===== src/rtl/alu_seq_if.sv =====
// Handshaked operation/result bus between decode and the sequential ALU.
// The master drives operations and accepts results; the slave is the ALU.
interface alu_seq_if #(
  parameter int WIDTH = 8
);
  logic             in_valid;
  logic             in_ready;
  logic [3:0]       opcode;
  logic [WIDTH-1:0] in_a;
  logic [WIDTH-1:0] in_b;
  logic             out_valid;
  logic             out_ready;
  logic [WIDTH-1:0] alu_out;
  logic             a_is_zero;
  logic             zero_flag;
  logic             carry_flag;

  modport master (
    output in_valid, opcode, in_a, in_b, out_ready,
    input  in_ready, out_valid, alu_out, a_is_zero, zero_flag, carry_flag
  );

  modport slave (
    input  in_valid, opcode, in_a, in_b, out_ready,
    output in_ready, out_valid, alu_out, a_is_zero, zero_flag, carry_flag
  );
endinterface


===== src/rtl/alu_seq.sv =====
// Registered ALU with valid/ready flow control. Single-cycle ops complete on
// the accept edge; MUL runs a WIDTH-step shift-add sequence before reporting.
module alu_seq #(
  parameter int WIDTH = 8
) (
  input logic     clk,
  input logic     rst,
  alu_seq_if.slave bus
);
  localparam int SHW = $clog2(WIDTH);
  localparam logic [3:0] OP_MUL = 4'd12;

  typedef enum logic {ST_IDLE, ST_MUL} state_t;

  state_t             state, state_nxt;
  logic [SHW-1:0]     cnt;
  logic [2*WIDTH-1:0] mcand, prod, prod_nxt;
  logic [WIDTH-1:0]   mplier;
  logic               mul_az;

  logic             accept, mul_last;
  logic [SHW-1:0]   sh;
  logic [WIDTH:0]   shl_full;
  logic [WIDTH-1:0] res;
  logic             res_c;

  assign bus.in_ready = (state == ST_IDLE) && (!bus.out_valid || bus.out_ready);
  assign accept       = bus.in_valid && bus.in_ready;
  assign mul_last     = (cnt == SHW'(WIDTH - 1));
  assign prod_nxt     = prod + (mplier[0] ? mcand : '0);
  assign sh           = bus.in_b[SHW-1:0];
  assign shl_full     = {1'b0, bus.in_a} << sh;

  // Single-cycle datapath; MUL never takes this path.
  always_comb begin
    res   = bus.in_a;
    res_c = 1'b0;
    case (bus.opcode)
      4'd2:  {res_c, res} = {1'b0, bus.in_a} + {1'b0, bus.in_b};
      4'd3:  res = bus.in_a & bus.in_b;
      4'd4:  res = bus.in_a ^ bus.in_b;
      4'd5:  res = bus.in_b;
      4'd8:  begin
               res   = bus.in_a - bus.in_b;
               res_c = bus.in_a < bus.in_b;
             end
      4'd9:  res = bus.in_a | bus.in_b;
      4'd10: begin
               res   = shl_full[WIDTH-1:0];
               res_c = shl_full[WIDTH];
             end
      4'd11: res = bus.in_a >> sh;
      default: res = bus.in_a;
    endcase
  end

  always_comb begin
    state_nxt = state;
    case (state)
      ST_IDLE: if (accept && bus.opcode == OP_MUL) state_nxt = ST_MUL;
      ST_MUL:  if (mul_last) state_nxt = ST_IDLE;
      default: state_nxt = ST_IDLE;
    endcase
  end

  always_ff @(posedge clk or posedge rst) begin
    if (rst) state <= ST_IDLE;
    else     state <= state_nxt;
  end

  always_ff @(posedge clk or posedge rst) begin
    if (rst) begin
      cnt            <= '0;
      mcand          <= '0;
      mplier         <= '0;
      prod           <= '0;
      mul_az         <= 1'b0;
      bus.out_valid  <= 1'b0;
      bus.alu_out    <= '0;
      bus.zero_flag  <= 1'b0;
      bus.carry_flag <= 1'b0;
      bus.a_is_zero  <= 1'b0;
    end else if (state == ST_MUL) begin
      prod   <= prod_nxt;
      mcand  <= mcand << 1;
      mplier <= mplier >> 1;
      cnt    <= cnt + 1'b1;
      if (mul_last) begin
        bus.alu_out    <= prod_nxt[WIDTH-1:0];
        bus.carry_flag <= |prod_nxt[2*WIDTH-1:WIDTH];
        bus.zero_flag  <= (prod_nxt[WIDTH-1:0] == '0);
        bus.a_is_zero  <= mul_az;
        bus.out_valid  <= 1'b1;
        cnt            <= '0;
      end
    end else if (accept) begin
      if (bus.opcode == OP_MUL) begin
        mcand         <= {{WIDTH{1'b0}}, bus.in_a};
        mplier        <= bus.in_b;
        prod          <= '0;
        cnt           <= '0;
        mul_az        <= (bus.in_a == '0);
        bus.out_valid <= 1'b0;
      end else begin
        bus.alu_out    <= res;
        bus.carry_flag <= res_c;
        bus.zero_flag  <= (res == '0);
        bus.a_is_zero  <= (bus.in_a == '0);
        bus.out_valid  <= 1'b1;
      end
    end else if (bus.out_valid && bus.out_ready) begin
      bus.out_valid <= 1'b0;
    end
  end
endmodule


===== src/flat_wrapper.sv =====
// flat-port wrapper written by rule: the top's interface ports become plain ports
module alu_seq_flat 
#(
  parameter int WIDTH = 8
)
  (clk, rst, bus_in_valid, bus_opcode, bus_in_a, bus_in_b, bus_out_ready, bus_in_ready, bus_out_valid, bus_alu_out, bus_a_is_zero, bus_zero_flag, bus_carry_flag);
  alu_seq_if #(.WIDTH(WIDTH)) bus_i ();
  input logic clk;
  input logic rst;
  input wire logic [$bits(bus_i.in_valid)-1:0] bus_in_valid;
  input wire logic [$bits(bus_i.opcode)-1:0] bus_opcode;
  input wire logic [$bits(bus_i.in_a)-1:0] bus_in_a;
  input wire logic [$bits(bus_i.in_b)-1:0] bus_in_b;
  input wire logic [$bits(bus_i.out_ready)-1:0] bus_out_ready;
  output wire logic [$bits(bus_i.in_ready)-1:0] bus_in_ready;
  output wire logic [$bits(bus_i.out_valid)-1:0] bus_out_valid;
  output wire logic [$bits(bus_i.alu_out)-1:0] bus_alu_out;
  output wire logic [$bits(bus_i.a_is_zero)-1:0] bus_a_is_zero;
  output wire logic [$bits(bus_i.zero_flag)-1:0] bus_zero_flag;
  output wire logic [$bits(bus_i.carry_flag)-1:0] bus_carry_flag;
  assign bus_i.in_valid = bus_in_valid;
  assign bus_i.opcode = bus_opcode;
  assign bus_i.in_a = bus_in_a;
  assign bus_i.in_b = bus_in_b;
  assign bus_i.out_ready = bus_out_ready;
  assign bus_in_ready = bus_i.in_ready;
  assign bus_out_valid = bus_i.out_valid;
  assign bus_alu_out = bus_i.alu_out;
  assign bus_a_is_zero = bus_i.a_is_zero;
  assign bus_zero_flag = bus_i.zero_flag;
  assign bus_carry_flag = bus_i.carry_flag;
  alu_seq #(.WIDTH(WIDTH)) u_core (.clk(clk), .rst(rst), .bus(bus_i));
endmodule

===== config.mk =====
export PLATFORM = sky130hd
export DESIGN_NAME = alu_seq_flat
export DESIGN_NICKNAME = d
export VERILOG_FILES = /design/src/rtl/alu_seq_if.sv /design/src/rtl/alu_seq.sv /design/src/flat_wrapper.sv
export SDC_FILE = /design/constraint.sdc
export NUM_CORES = 1
export LEC_CHECK = 0
export CORE_MARGIN = 5
export CORE_UTILIZATION = 55
export CTS_CLUSTER_SIZE = 20
export DETAILED_ROUTE_END_ITERATION = 8
export GPL_TIMING_DRIVEN = 0
export PLACE_DENSITY = 0.83
export SLEW_MARGIN = 25
export SYNTH_ARGS = -nofsm -noshare
export SYNTH_HDL_FRONTEND = slang
export SYNTH_SLANG_ARGS = --single-unit

===== constraint.sdc =====
create_clock -name clk -period 7.2 [get_ports clk]
set_input_delay 1.8 -clock clk [delete_from_list [all_inputs] [get_ports clk]]
set_output_delay 1.8 -clock clk [all_outputs]
set_load 0.03 [all_outputs]

==> results of run 1 <==
[power by group]
group	total [W]	internal (W)	switching [W]	leakage [nW]
Combinational	0.000801	0.000298	0.000503	1.80
Sequential	0.000530	0.000442	0.0000884	0.746
Clock	0.000308	0.000167	0.000141	0.0981
[sequential cells by signal, summed over array words and instances (netlist names)]
register,flops
u_core.bus.out_valid,1
u_core.bus.carry_flag,1
u_core.cnt,3
u_core.bus.alu_out,8
u_core.state,1
u_core.bus.zero_flag,1
u_core.mul_az,1
u_core.prod,16
u_core.mcand,16
u_core.bus.a_is_zero,1
u_core.mplier,8
[layout make-up]
| class | instances | area share (%) |
|---|---|---|
| Multi-Input combinational cell | 533 | 59.21 |
| Sequential cell | 57 | 24.19 |
| Timing Repair Buffer | 36 | 6.282 |
| Buffer | 40 | 2.844 |
| Tap cell | 111 | 2.356 |
| Clock buffer | 10 | 2.334 |
| Inverter | 28 | 1.825 |
| Clock inverter | 5 | 0.9550 |
[per-stage QoR]
step / std cells / total power (W)
2_1_floorplan: 658 / 0.001044
3_3_place_gp: 804 / 0.001287
3_5_place_dp: 805 / 0.001323
4_1_cts: 820 / 0.001628
5_1_grt: 820 / 0.001738
6_report: 820 / 0.001639
[worst max-delay path, stage by stage]
cell and delay, ps:
clkdlybuf4s50_1 590, clkbuf_1 350, buf_4 260, inv_1 170
ha_1 380, a211oi_1 270, o21bai_1 130, a21oi_1 350
a221o_1 230, o311ai_0 210, a41oi_1 420, nor3_1 100
a211o_1 290
[kinds of logic (layout without fill, tap and decap cells)]
kind of cell / count (synthesis) / after routing
AND/OR/NAND/NOR: 251 / 251
AO/OA/AOI/OAI: 193 / 193
buffers and inverters: 68 / 119
flip-flops: 57 / 57
adder cells (fa/ha/maj): 46 / 46
multiplexers: 28 / 28
XOR/XNOR: 15 / 15
[metal layers]
metal  track usage (%)  share of wire [%]  vias up
li1                  -                  -     2453
met1             39.28                 42     2599
met2             47.50                 47      282
met3             4.636                7.3       43
met4             12.88                3.6        0
met5                 0                  0        -
[placed cells by master, fill, tap and decap left out, types with 4 or more instances in the layout]
cell             instances
nand2_1                100
dfrtp_1                 57
o21ai_0                 56
nor2_1                  55
ha_1                    43
a21oi_1                 38
clkdlybuf4s50_1         35
clkbuf_1                32
inv_1                   26
mux2i_1                 22
nor3_1                  17
and2_1                  17
a21o_1                  13
a31oi_1                 13
nand2b_1                12
clkbuf_8                10
nand3_1                  9
xnor2_1                  9
a22oi_1                  9
a211oi_1                 8
o22ai_1                  7
a22o_1                   7
xor2_1                   6
nor2b_1                  6
or3_1                    6
nor4_1                   6
buf_2                    5
and3_1                   5
nand3b_1                 5
o21bai_1                 4
a311oi_1                 4
nor3b_1                  4
a221oi_1                 4
mux4_2                   4
[worst max-delay path by stage]
stage / cells after the start / slack (ps) / to
2_1_floorplan: 2 / 2960 / bus_in_ready
3_3_place_gp: 13 / 1640 / u_core.bus.zero_flag$_DFFE_PP0P_
3_5_place_dp: 13 / 1660 / u_core.bus.zero_flag$_DFFE_PP0P_
4_1_cts: 13 / 1990 / u_core.bus.zero_flag$_DFFE_PP0P_
5_1_grt: 13 / 1690 / u_core.bus.zero_flag$_DFFE_PP0P_
6_report: 13 / 1850 / u_core.bus.zero_flag$_DFFE_PP0P_
==> reports/qor.txt, run 1 <==
outcome -> complete, no violations
pre-CTS setup slack -> 1664 ps
Post-synth top cells -> 100 x nand2_1, 57 x dfrtp_1, 56 x o21ai_0
Cell Area, Placed -> 0.005702 mm^2
reg2reg start -> u_core.mplier[0]$_DFFE_PP0P_
drt drc -> 0
Worst Hold End -> u_core.mplier[3]$_DFFE_PP0P_
CP Capture Type -> flop
Distinct cells, synth -> 63
syn avg cell area -> 7.880 um^2
fmax -> 0.1870 GHz
antenna viol nets, final -> 0
final wirelength -> 16.81 mm
Critical Path RT -> 7420 ps
maxcap violations -> 0
Slew @ Worst Pin -> 929.5 ps
Yosys warning total -> 0
WP data arrival -> 5570 ps
Synth async-reset ratio -> 100.0%
EDFF count, synth -> 0
hold wc startpoint -> u_core.mplier[3]$_DFFE_PP0P_
post-synthesis sequential area ratio -> 27.51%
post_cts resized -> 0
Final min period -> 5349 ps
fin area -> 0.005896 mm^2
detailed-route wire length per cell -> 20.49 um
largest net degree at the start of global routing -> 40
Final HPWL DP -> 13.18 mm
Antenna Diode Count -> 0
Post-CTS Setup Bufs -> 0
post-synthesis mux area share -> 6.419%
Hold-fix buffers, CTS -> 0
net count after synthesis -> 728
Nets -> 775
# clock sinks -> 57
largest family of logic cells by synthesized area -> compound AO/OA/AOI/OAI gates
CP startpoint -> bus_in_b[1]
RSZ-0062 raised after global routing -> no
maximum buffer depth of the clock tree -> 2
Die ar. -> 0.01147 mm^2
Synth Flop Type -> dfrtp_1
Overall Global Routing Usage -> 29.54%
Fillers -> 813
area occupied by multi-input gates -> 0.003491 mm^2
Die Ht -> 107.1 um
Critical Setup Path Class -> primary input to flop
xor and xnor area share after synthesis -> 2.534%
WHS -> 485.8 ps
Max Clock Skew -> 11.02 ps
Worst VDD drop -> 0.0001200 V
synth top area cells -> dfrtp_1 28%, ha_1 10%, nand2_1 7.2%
number of global-route vias before repair -> 5,170
Pleak -> 2.648 nW
via count -> 5,377
num rows -> 35
CTS H-Tree Depth -> 3
fin util -> 64.11%
Setup TNS -> 0 ps
clock latency at the later pin of the worst-skew pair -> 340 ps
PortBufs -> 35
initial antenna violation count -> 0
Tcrit/Tclk final -> 74.29%
CTS buffer count -> 9
initial DRC count -> 424
clock root cell -> clkbuf_8
Core Area -> 0.009196 mm^2
critical path peak fanout -> 10
CTS tree -> yes
Synth top area share -> 27.51%
max_slew headroom -> 37.59%
Pwr Density -> 278.0 mW/mm^2
Reg clk slew, reported paths -> 70 ps
fraction of the mapped netlist area in simple logic gates -> 22.64%
Post-Synth Adder-Cell Area -> 11.53%
layout cells sized above 1 -> 4.795%
first-pass GRT wire length -> 26.85 mm
global route overflow -> 0
reg2reg end -> u_core.bus.carry_flag$_DFFE_PP0P_
1st-pass router iterations -> 5
Hold Crit Depth -> 2
vias per cell -> 6.557
Layout area overhead -> 13.71%
post-route setup slack -> 1851 ps
Synth Cell Area -> 0.005185 mm^2
GP Congestion -> 1.025
fin. max-slew vios -> 0
Mapped Cells -> 658
count leader, synth -> nand2_1
top-level I/O count -> 37
Reg2Reg Setup Slack -> 3870 ps
hold crit path type -> flop to flop
Worst setup SP type -> primary input
Reg area -> 0.001426 mm^2
area leader, netlist -> dfrtp_1
initial cell density of the core -> 56.38%
Synth Area in Compound Gates -> 24.11%
setup violators final -> 0
Yosys reg bits -> 57
Die X -> 107.1 um
Final Hold Viols -> 0
worst reg-to-reg path cell count -> 11
(Power assumes the default switching activity.)
==> run 2, diff against run 1 <==
- clock period: 7.2 -> 4.95 ns (I/O delays scaled with it)
==> results of run 2 <==
Same layout as run 1 (identical final DEF). Status: complete, no violations.
Main changes from that run: setup slack after placement 1664 ps -> -23.37 ps; setup slack after layout 1851 ps -> 163.7 ps; register-to-register setup slack 3870 ps -> 1620 ps; total power 0.001639 W -> 0.002384 W; worst IR drop on VDD 0.0001200 V -> 0.0001745 V
==> run 3, diff against run 2 <==
- SLEW_MARGIN: 25 -> 20
==> reports/qor.txt, run 3 (same netlist as run 1, synthesis figures left out) <==
outcome -> complete, no violations
critical path peak fanout -> 10
most common cell after layout, fill and taps aside -> nand2_1
Final HPWL DP -> 13.06 mm
CP startpoint -> bus_in_b[1]
final wirelength -> 16.81 mm
number of global-route vias before repair -> 5,107
Reg clk slew, reported paths -> 70 ps
clock latency at the later pin of the worst-skew pair -> 350 ps
fin. max-slew vios -> 0
switch share -> 44.80%
first-pass GRT wire length -> 26.90 mm
initial cell density of the core -> 56.38%
num rows -> 35
Die ar. -> 0.01147 mm^2
Layout area overhead -> 13.27%
Final Hold Viols -> 0
global route overflow -> 0
Overall Global Routing Usage -> 29.73%
drt drc -> 0
initial DRC count -> 355
Hold-fix buffers, CTS -> 0
Max Clock Skew -> 10.21 ps
Fillers -> 802
fin util -> 63.86%
Comb pwr share -> 49.0%
# clock sinks -> 57
Cell Area, Placed -> 0.005677 mm^2
CP Capture Type -> flop
reg2reg start -> u_core.mplier[0]$_DFFE_PP0P_
largest net degree at the start of global routing -> 58
detailed-route wire length per cell -> 20.50 um
met3 wire len -> 1.201 mm
GP Congestion -> 1.025
Int Pwr -> 0.001320 W
largest registers -> u_core.mcand: 16 flops, u_core.prod: 16 flops
Slew @ Worst Pin -> 1118 ps
CTS H-Tree Depth -> 3
hold crit path type -> flop to flop
setup violators final -> 0
Tcrit/Tclk final -> 94.94%
fin area -> 0.005873 mm^2
Pwr Density -> 407.0 mW/mm^2
top-level I/O count -> 37
worst reg-to-reg path cell count -> 11
vias per cell -> 6.470
max_slew headroom -> 24.87%
clock root cell -> clkbuf_8
fmax -> 0.2128 GHz
RSZ-0062 raised after global routing -> no
1st-pass router iterations -> 5
top sig layer -> met4
Die X -> 107.1 um
Post-CTS Setup Bufs -> 0
Worst VDD drop -> 0.0002012 V
CTS tree -> yes
Reg2Reg Setup Slack -> 1470 ps
PortBufs -> 35
via count -> 5,305
Clock power frac -> 18.9%
sequential share of power -> 32.1%
Antenna Diode Count -> 0
leading cell types in the layout, fill and taps excluded -> 100 x nand2_1, 57 x dfrtp_1, 56 x o21ai_0
Met1 Wirelength -> 7.044 mm
Nets -> 774
antenna viol nets, final -> 0
WP data arrival -> 4930 ps
Critical Setup Path Class -> primary input to flop
Worst setup endpoint -> u_core.bus.zero_flag$_DFFE_PP0P_
Setup TNS -> 0 ps
CTS buffer count -> 9
maximum buffer depth of the clock tree -> 2
maxcap violations -> 0
met2 wire length -> 8.144 mm
reg2reg end -> u_core.bus.carry_flag$_DFFE_PP0P_
Pleak -> 2.635 nW
initial antenna violation count -> 0
Critical Path RT -> 5180 ps
Worst setup SP type -> primary input
Die Ht -> 107.1 um
Net Sw Power -> 0.001071 W
Final min period -> 4700 ps
layout cells sized above 1 -> 4.513%
Core Area -> 0.009196 mm^2
-- run 3: changes by cell type in the layout (fill, tap and decap cells not counted), sizes merged --
cell      previous run  this run
buf                  9         8
clkbuf              42        43
clkinv               4         3
clkinvlp             1         2
-- run 3: critical path, cell delays in order --
cell	delay (ps)
clkdlybuf4s50_1	590
clkbuf_1	370
buf_4	270
inv_1	160
ha_1	380
a211oi_1	270
o21bai_1	130
a21oi_1	350
a221o_1	250
o311ai_1	140
a41oi_1	400
nor3_1	100
a211o_1	290
-- run 3: repair_timing --
action / 4_1_cts / 5_1_grt
gates resized for setup: 0 / 1
endpoints found under the hold margin: 0 / 0
setup endpoints to repair: 0 / 2
-- run 3: cell type report --
class	instances	area (um^2)	share of cell area, %
Clock inverter	5	55.05	0.9374
Sequential cell	57	1426	24.29
Buffer	40	167.7	2.855
Inverter	28	107.6	1.832
Multi-Input combinational cell	533	3486	59.35
Tap cell	111	138.9	2.365
Timing Repair Buffer	35	350.3	5.965
Clock buffer	11	141.4	2.407
-- run 3: per-stage QoR --
stage                     power [W]  setup slack [ps]  hold slack, ps  instances
after floorplan            0.001519              1329           446.3        658
after global placement     0.001871            -46.31           462.3        804
after detailed placement   0.001918            -35.71           467.6        804
after CTS                  0.002369             309.7           485.2        820
after global routing       0.002526             37.52           507.5        820
final                      0.002390             250.3           485.5        820
-- run 3: worst min-delay path by stage --
stage                                 start                            to  depth (start not counted)
2_1_floorplan  u_core.mplier[3]$_DFFE_PP0P_  u_core.mplier[3]$_DFFE_PP0P_                          2
3_3_place_gp   u_core.mplier[4]$_DFFE_PP0P_  u_core.mplier[4]$_DFFE_PP0P_                          2
3_5_place_dp   u_core.mplier[3]$_DFFE_PP0P_  u_core.mplier[3]$_DFFE_PP0P_                          2
4_1_cts        u_core.mplier[3]$_DFFE_PP0P_  u_core.mplier[3]$_DFFE_PP0P_                          2
5_1_grt        u_core.mplier[2]$_DFFE_PP0P_  u_core.mplier[2]$_DFFE_PP0P_                          2
6_report       u_core.mplier[3]$_DFFE_PP0P_  u_core.mplier[3]$_DFFE_PP0P_                          2
-- run 3: power by group through the flow --
stage | registers (W) | logic (W) | clock network, W
floorplan | 0.000830 | 0.000689 | 0
global placement | 0.000762 | 0.00111 | 0
detailed placement | 0.000772 | 0.00115 | 0
CTS | 0.000765 | 0.00115 | 0.000450
global route | 0.000788 | 0.00127 | 0.000470
finish | 0.000767 | 0.00117 | 0.000452
-- run 3: layer usage --
metal	global-route usage, %	vias to the layer above
li1	-	2459
met1	39.08	2577
met2	49.42	239
met3	4.997	30
met4	10.23	0
met5	0	-
